<file path="src/rtl/move_buffer.sv">
// Move-descriptor FIFO between the SPI message handler and the stepper timing engine.
// Optional sticky underrun output is enabled by defining MOVE_BUFFER_UNDERRUN_EN.
module move_buffer #(
  parameter int DEPTH = 4,
  parameter int WIDTH = 64,
  parameter int LW    = $clog2(DEPTH) + 1
) (
  input  logic             CLK,
  input  logic             resetn,
  input  logic             clear,
  input  logic             wr_valid,
  output logic             wr_ready,
  input  logic             wr_dir,
  input  logic [WIDTH-1:0] wr_duration,
  input  logic [WIDTH-1:0] wr_increment,
  input  logic [WIDTH-1:0] wr_incinc,
  output logic             rd_valid,
  input  logic             rd_ready,
  output logic             rd_dir,
  output logic [WIDTH-1:0] rd_duration,
  output logic [WIDTH-1:0] rd_increment,
  output logic [WIDTH-1:0] rd_incinc,
  output logic [LW-1:0]    level,
  output logic             overflow
`ifdef MOVE_BUFFER_UNDERRUN_EN
  ,
  output logic             underrun
`endif
);

  localparam int PW = $clog2(DEPTH);
  localparam int EW = 1 + 3 * WIDTH;

  logic [EW-1:0] r_mem [DEPTH];
  logic [PW-1:0] r_wr_ptr;
  logic [PW-1:0] r_rd_ptr;
  logic [LW-1:0] r_count;
  logic          r_overflow;
  logic          w_push;
  logic          w_pop;
  logic [EW-1:0] w_head;

  // Handshake flags depend only on the registered count, never on wr_valid/rd_ready.
  assign wr_ready = (r_count != LW'(DEPTH));
  assign rd_valid = (r_count != '0);
  assign level    = r_count;
  assign overflow = r_overflow;

  assign w_push = wr_valid && wr_ready && !clear;
  assign w_pop  = rd_valid && rd_ready && !clear;

  always_ff @(posedge CLK) begin
    if (w_push) begin
      r_mem[r_wr_ptr] <= {wr_dir, wr_duration, wr_increment, wr_incinc};
    end
  end

  always_ff @(posedge CLK or negedge resetn) begin
    if (!resetn) begin
      r_wr_ptr   <= '0;
      r_rd_ptr   <= '0;
      r_count    <= '0;
      r_overflow <= 1'b0;
    end else if (clear) begin
      r_wr_ptr   <= '0;
      r_rd_ptr   <= '0;
      r_count    <= '0;
      r_overflow <= 1'b0;
    end else begin
      if (w_push) r_wr_ptr <= r_wr_ptr + 1'b1;
      if (w_pop)  r_rd_ptr <= r_rd_ptr + 1'b1;
      if (w_push && !w_pop)      r_count <= r_count + 1'b1;
      else if (w_pop && !w_push) r_count <= r_count - 1'b1;
      if (wr_valid && !wr_ready) r_overflow <= 1'b1;
    end
  end

  // Stale entries are masked so the engine never sees an old move while empty.
  assign w_head = rd_valid ? r_mem[r_rd_ptr] : '0;
  assign rd_dir       = w_head[EW-1];
  assign rd_duration  = w_head[3*WIDTH-1:2*WIDTH];
  assign rd_increment = w_head[2*WIDTH-1:WIDTH];
  assign rd_incinc    = w_head[WIDTH-1:0];

`ifdef MOVE_BUFFER_UNDERRUN_EN
  logic r_pop_d;
  logic r_underrun;

  // Underrun: the engine finished a move last cycle and now asks for a successor that is not there.
  always_ff @(posedge CLK or negedge resetn) begin
    if (!resetn) begin
      r_pop_d    <= 1'b0;
      r_underrun <= 1'b0;
    end else if (clear) begin
      r_pop_d    <= 1'b0;
      r_underrun <= 1'b0;
    end else begin
      r_pop_d <= w_pop;
      if (rd_ready && (r_count == '0) && r_pop_d) r_underrun <= 1'b1;
    end
  end

  assign underrun = r_underrun;
`endif

endmodule

</file>
<file path="config.mk">
export PLATFORM = sky130hd
export DESIGN_NAME = move_buffer
export DESIGN_NICKNAME = d
export VERILOG_FILES = /design/src/rtl/move_buffer.sv
export SDC_FILE = /design/constraint.sdc
export NUM_CORES = 1
export LEC_CHECK = 0
export CAP_MARGIN = 20
export CORE_MARGIN = 10
export CORE_UTILIZATION = 38
export CTS_CLUSTER_SIZE = 40
export DETAILED_ROUTE_END_ITERATION = 7
export GPL_TIMING_DRIVEN = 0
export HOLD_SLACK_MARGIN = 0.15
export PLACE_DENSITY = 0.7
export SYNTH_ARGS = -nofsm -noshare
export SYNTH_HDL_FRONTEND = slang
export SYNTH_SLANG_ARGS = --single-unit
</file>
<file path="constraint.sdc">
create_clock -name CLK -period 11.44 [get_ports CLK]
set_input_delay 2.288 -clock CLK [delete_from_list [all_inputs] [get_ports CLK]]
set_output_delay 2.288 -clock CLK [all_outputs]
set_load 0.1 [all_outputs]
</file>
==> impl_metrics.tcl, run 1 <==
set metrics [dict create \
    status "finished, final reports clean" \
    worstHoldEndpoint "overflow" \
    grt_pass1_wl_um 102000 \
    syn_nets 1491 \
    fin_skew_ps 22.3 \
    cts_setup_buffers 0 \
    place.gp.congestion 0.787 \
    most-common-layout-cells "edfxtp_1, clkdlybuf4s50_1, and2_1, mux4_2, clkbuf_16" \
    endpoint_kind "output port" \
    max_freq_ghz 0.154 \
    cts-root-buf "clkbuf_16" \
    critPathMaxStageDelay_ps 1220 \
    cp.required_ps 9150 \
    num_vias 14400 \
    synth_edf_count 772 \
    ys_ff_latch 780 \
    viasPerCell 4.97 \
    cp_slowest_cell "clkdlybuf4s50_1" \
    drt_iter0_markers 813 \
    fillers 6304 \
    dieWidth_um 300 \
    slew_headroom 0.252 \
    yosysSeqAreaShare 0.786 \
    rrSetupSlack_ps 8420 \
    worst-setup-path-type "flop to output port" \
    maxCapViolCount 0 \
    path_max_fanout 10 \
    cp.arrival_ps 4220 \
    die_h_um 300 \
    synthTopCellsByArea "edfxtp_1, mux4_2, and2_1, buf_6, dfrtp_1" \
    syn_avg_cell_area_um2 23.1 \
    setup_viol 0 \
    cp_num_buf_inv 4 \
    grt_use_total 0.150 \
    rsz0062_at_grt "false" \
    hold_viol 0 \
    fin_crit_sh 0.569 \
    drive_above_1_share 0.201 \
    clk_path_buf_depth 3 \
    synth_ff_type "edfxtp_1" \
    synth_top_cell_by_area "edfxtp_1" \
    rows 102 \
    start_util 0.384 \
    clk_pin_slew_ps 70 \
    htree_levels 3 \
    cts_buffers 83 \
    die-area_um2 89800 \
    netlist_area_um2 29700 \
    syn2layout_area_growth_pct 27.7 \
    layout_commonest_cell "edfxtp_1" \
    gr-total-overflow 0 \
    regToRegEndpoint "r_mem[2][17]" \
    hold_buffers 0 \
    ff2ff_path_depth 5 \
    min-delay-start "overflow" \
    setup_tns_ps 0 \
    yosysWarningCount 0 \
    crit_family "buffers and inverters" \
    routedWlPerCell_um 23.5 \
    portBuffers 394 \
    synthArstFlopShare 0.0103 \
    ant_nets 0 \
    yosysTopAreaCellShare 0.780 \
    cts_resized 0 \
    cts_sinks 780 \
    grt_pass1_vias 15600 \
    reg2reg_from "level[2]" \
    fin_hold_ws_ps 508 \
    worstPathCellList "clkbuf_1 > clkbuf_1 > buf_2 > mux4_2 > and2_1 > clkdlybuf4s50_1" \
    dp_hpwl_um 44700 \
    grt_max_degree 54 \
    finalWirelength_um 67900 \
    worst_slew_pin_slew_ps 1120 \
    antenna_found_initial 14 \
    drv_slew 0 \
    core_area_um2 77500 \
    first_pass_iters 4 \
    synth_cell_types 29 \
    cts_tree "yes" \
    fin_crit_ps 6510 \
    nNetsFinal 1982 \
    num_io_pins 397 \
    holdPathStages 2 \
    start_kind "flop" \
    min_path_type "flop to flop" \
    synth_cells 1288 \
    drc_errors 0 \
    clkLatencyLatePin_ps 610 \
    worst_path_most_repeated_cell "clkbuf_1" \
]
Yosys cell counts (all sizes together), types with 2 or more instances:
| library cell | n |
|---|---|
| a21oi | 3 |
| and2 | 198 |
| buf | 45 |
| clkbuf | 25 |
| dfrtp | 8 |
| edfxtp | 772 |
| ha | 4 |
| inv | 7 |
| mux2 | 2 |
| mux4 | 193 |
| nand3 | 2 |
| nor2 | 10 |
| o21ai | 3 |
| xor2 | 2 |
final cells by class:
cell class,count,area (um2),share of cell area
Sequential cell,780,23400,0.616
Multi-Input combinational cell,431,5890,0.155
Timing Repair Buffer,406,4270,0.113
Clock buffer,107,2220,0.0585
Tap cell,1040,1300,0.0343
Buffer,70,450,0.0119
Clock inverter,44,418,0.0110
Inverter,7,26.3,0.000692
Antenna cell,2,5.00,0.000132
tightest hold or removal path: cells and delay by family, from the launching register on:
kind / cells / cell delay, ps
flops: 1 / 350
compound gates: 1 / 40
simple gates: 1 / 80
layer usage:
metal / share of wire / wire length [um] / track usage / vias to the layer above
met1: 0.41 / 27800 / 0.189 / 7498
li1: - / - / - / 6283
met2: 0.49 / 33500 / 0.247 / 429
met5: 0.0025 / 172 / 0 / -
met3: 0.075 / 5110 / 0.0492 / 122
met4: 0.020 / 1360 / 0.0412 / 26
worst max path at each step:
stage	start	to	cells after the start
global route	r_rd_ptr[1]	rd_incinc[12]	6
global placement	clear	r_mem[1][59]	3
detailed placement	r_rd_ptr[1]	rd_incinc[12]	6
CTS	r_rd_ptr[1]	rd_incinc[12]	6
finish	r_rd_ptr[1]	rd_incinc[12]	6
floorplan	wr_valid	r_mem[0][0]	4
state kept, by name, indices dropped and copies added (netlist names):
signal	count
r_rd_ptr	2
r_mem	772
r_wr_ptr	2
overflow	1
level	3
cells by family (layout without fill, tap and decap cells):
kind of cell               Yosys count  in the layout  synth area share
muxes                              196            196             0.147
xor gates and xnor gates             2              2          0.000589
other                                0              2                 0
adders and majority gates            5              5           0.00236
and+or+nand+nor                    214            214            0.0442
AOI/OAI and AO/OA                   14             14           0.00320
DFF                                780            780             0.786
buffers and inverters               77            634            0.0160
through the flow:
step	worst slack (ps)	cells	utilization	instance area, um2
6_report	4930	2887	0.490	38000
5_1_grt	4700	2886	0.490	38000
4_1_cts	4750	2885	0.490	38000
3_5_place_dp	5450	2734	0.456	35300
3_3_place_gp	-699	2722	0.452	35000
2_1_floorplan	3640	1288	-	29700
Power of run 1 is left out: the tool's default activity adds up to more than one toggle a clock period on the data nets, which glitch-free logic cannot reach.
==> inputs of run 2 (changes only) <==
==> constraint.sdc (replaced) <==
create_clock -name CLK -period 6.16 [get_ports CLK]
set_input_delay 1.232 -clock CLK [delete_from_list [all_inputs] [get_ports CLK]]
set_output_delay 1.232 -clock CLK [all_outputs]
set_load 0.1 [all_outputs]
==> run 2 against run 1 <==
Clock-buffer cell count up 5. Worst hold slack improved by 80 ps. Critical endpoint unchanged. Clock skew hardly changed. Die area stayed put. Critical path type unchanged. Sequential share of layout area hardly changed.
==> impl_metrics.tcl, run 2 (synthesis results as in run 1) <==
set metrics [dict create \
    status "finished, final reports clean" \
    fin_skew_ps 22.5 \
    path_max_fanout 10 \
    die-area_um2 89800 \
    fillers 6263 \
    drt_iter0_markers 992 \
    clk_path_buf_depth 3 \
    setup_viol 0 \
    layout_commonest_cell "edfxtp_1" \
    fin_crit_ps 5120 \
    setup_tns_ps 0 \
    multi_input_area_um2 5890 \
    fin_hold_ws_ps 587 \
    slew_headroom 0.209 \
    clk_pin_slew_ps 60 \
    rows 102 \
    grt_pass1_vias 15600 \
    drc_errors 0 \
    grt_pass1_wl_um 101000 \
    reg2reg_from "level[2]" \
    nNetsFinal 1986 \
    worst-setup-path-type "flop to output port" \
    worst_slack_ps 1040 \
    seqCellArea_um2 23400 \
    hold_buffers 0 \
    place.gp.congestion 0.770 \
    start_kind "flop" \
    drive_above_1_share 0.200 \
    die_h_um 300 \
    min_path_type "flop to flop" \
    rsz0062_at_grt "false" \
    htree_levels 3 \
    start_util 0.384 \
    endpoint_kind "output port" \
    most-common-layout-cells "edfxtp_1, clkdlybuf4s50_1, and2_1, mux4_2, clkbuf_16" \
    dieWidth_um 300 \
    viasPerCell 4.99 \
    clkLatencyLatePin_ps 620 \
    min-delay-start "overflow" \
    gr-total-overflow 0 \
    cts-root-buf "clkbuf_16" \
    cp.required_ps 4930 \
    num_io_pins 397 \
    dp_hpwl_um 44900 \
    crit_start "r_rd_ptr[1]" \
    core_area_um2 77500 \
    maxCapViolCount 0 \
    hold_viol 0 \
    cts_tree "yes" \
    finalWirelength_um 67800 \
    fin_crit_sh 0.831 \
    largest_register_ffs 772 \
    num_vias 14400 \
    routedWlPerCell_um 23.5 \
    largest-register "r_mem" \
    grt_use_total 0.149 \
    worst_slew_pin_slew_ps 1180 \
    cts_sinks 780 \
    post-place-ws_ps 1610 \
    syn2layout_area_growth_pct 27.7 \
    first_pass_iters 7 \
    cts_setup_buffers 0 \
    ant_nets 0 \
    cp.arrival_ps 3890 \
    cts_resized 0 \
    max_freq_ghz 0.195 \
    antenna_found_initial 13 \
    post-route-util 0.490 \
    cts_buffers 85 \
    portBuffers 394 \
    num_antenna_cells 0 \
    drv_slew 0 \
    grt_max_degree 55 \
]
## run 2: worst paths after layout
kind	slack (ps)	depth (start not counted)	endpoint
max in group asynchronous	4970	1	r_wr_ptr[1]
min	590	2	overflow
min in group asynchronous	910	1	overflow
max	1040	6	rd_incinc[12]
max reg2reg	3050	5	r_mem[1][79]
min reg2reg	590	2	overflow
## run 2: cell type report
type | instances | area share
clock buffers | 112 | 0.0604
plain buffers | 70 | 0.0119
flip-flops and latches | 780 | 0.616
repair buffers | 408 | 0.113
multi-input cells | 431 | 0.155
inverters | 7 | 0.000692
well taps | 1040 | 0.0343
clock inverters | 41 | 0.00857
## run 2: critical path: stages (launching register included)
cell	delay, ps
dfrtp_1	320
clkbuf_1	250
clkbuf_1	570
buf_2	460
mux4_2	330
and2_1	140
clkdlybuf4s50_1	1200
## run 2: through the flow
step                      cell area, um2  instances
after floorplan                    29700       1288
after global placement             35000       2722
after detailed placement           35400       2736
after CTS                          38000       2889
after global routing               38000       2889
final                              38000       2889
## run 2: per-layer routing
layer,vias up,GRT usage,routed length (um)
met1,7485,0.185,27000
met5,-,0,171
met3,115,0.0534,6240
li1,6291,-,-
met2,495,0.245,33200
met4,24,0.0376,1170
Power of run 2 is left out for the same reason.
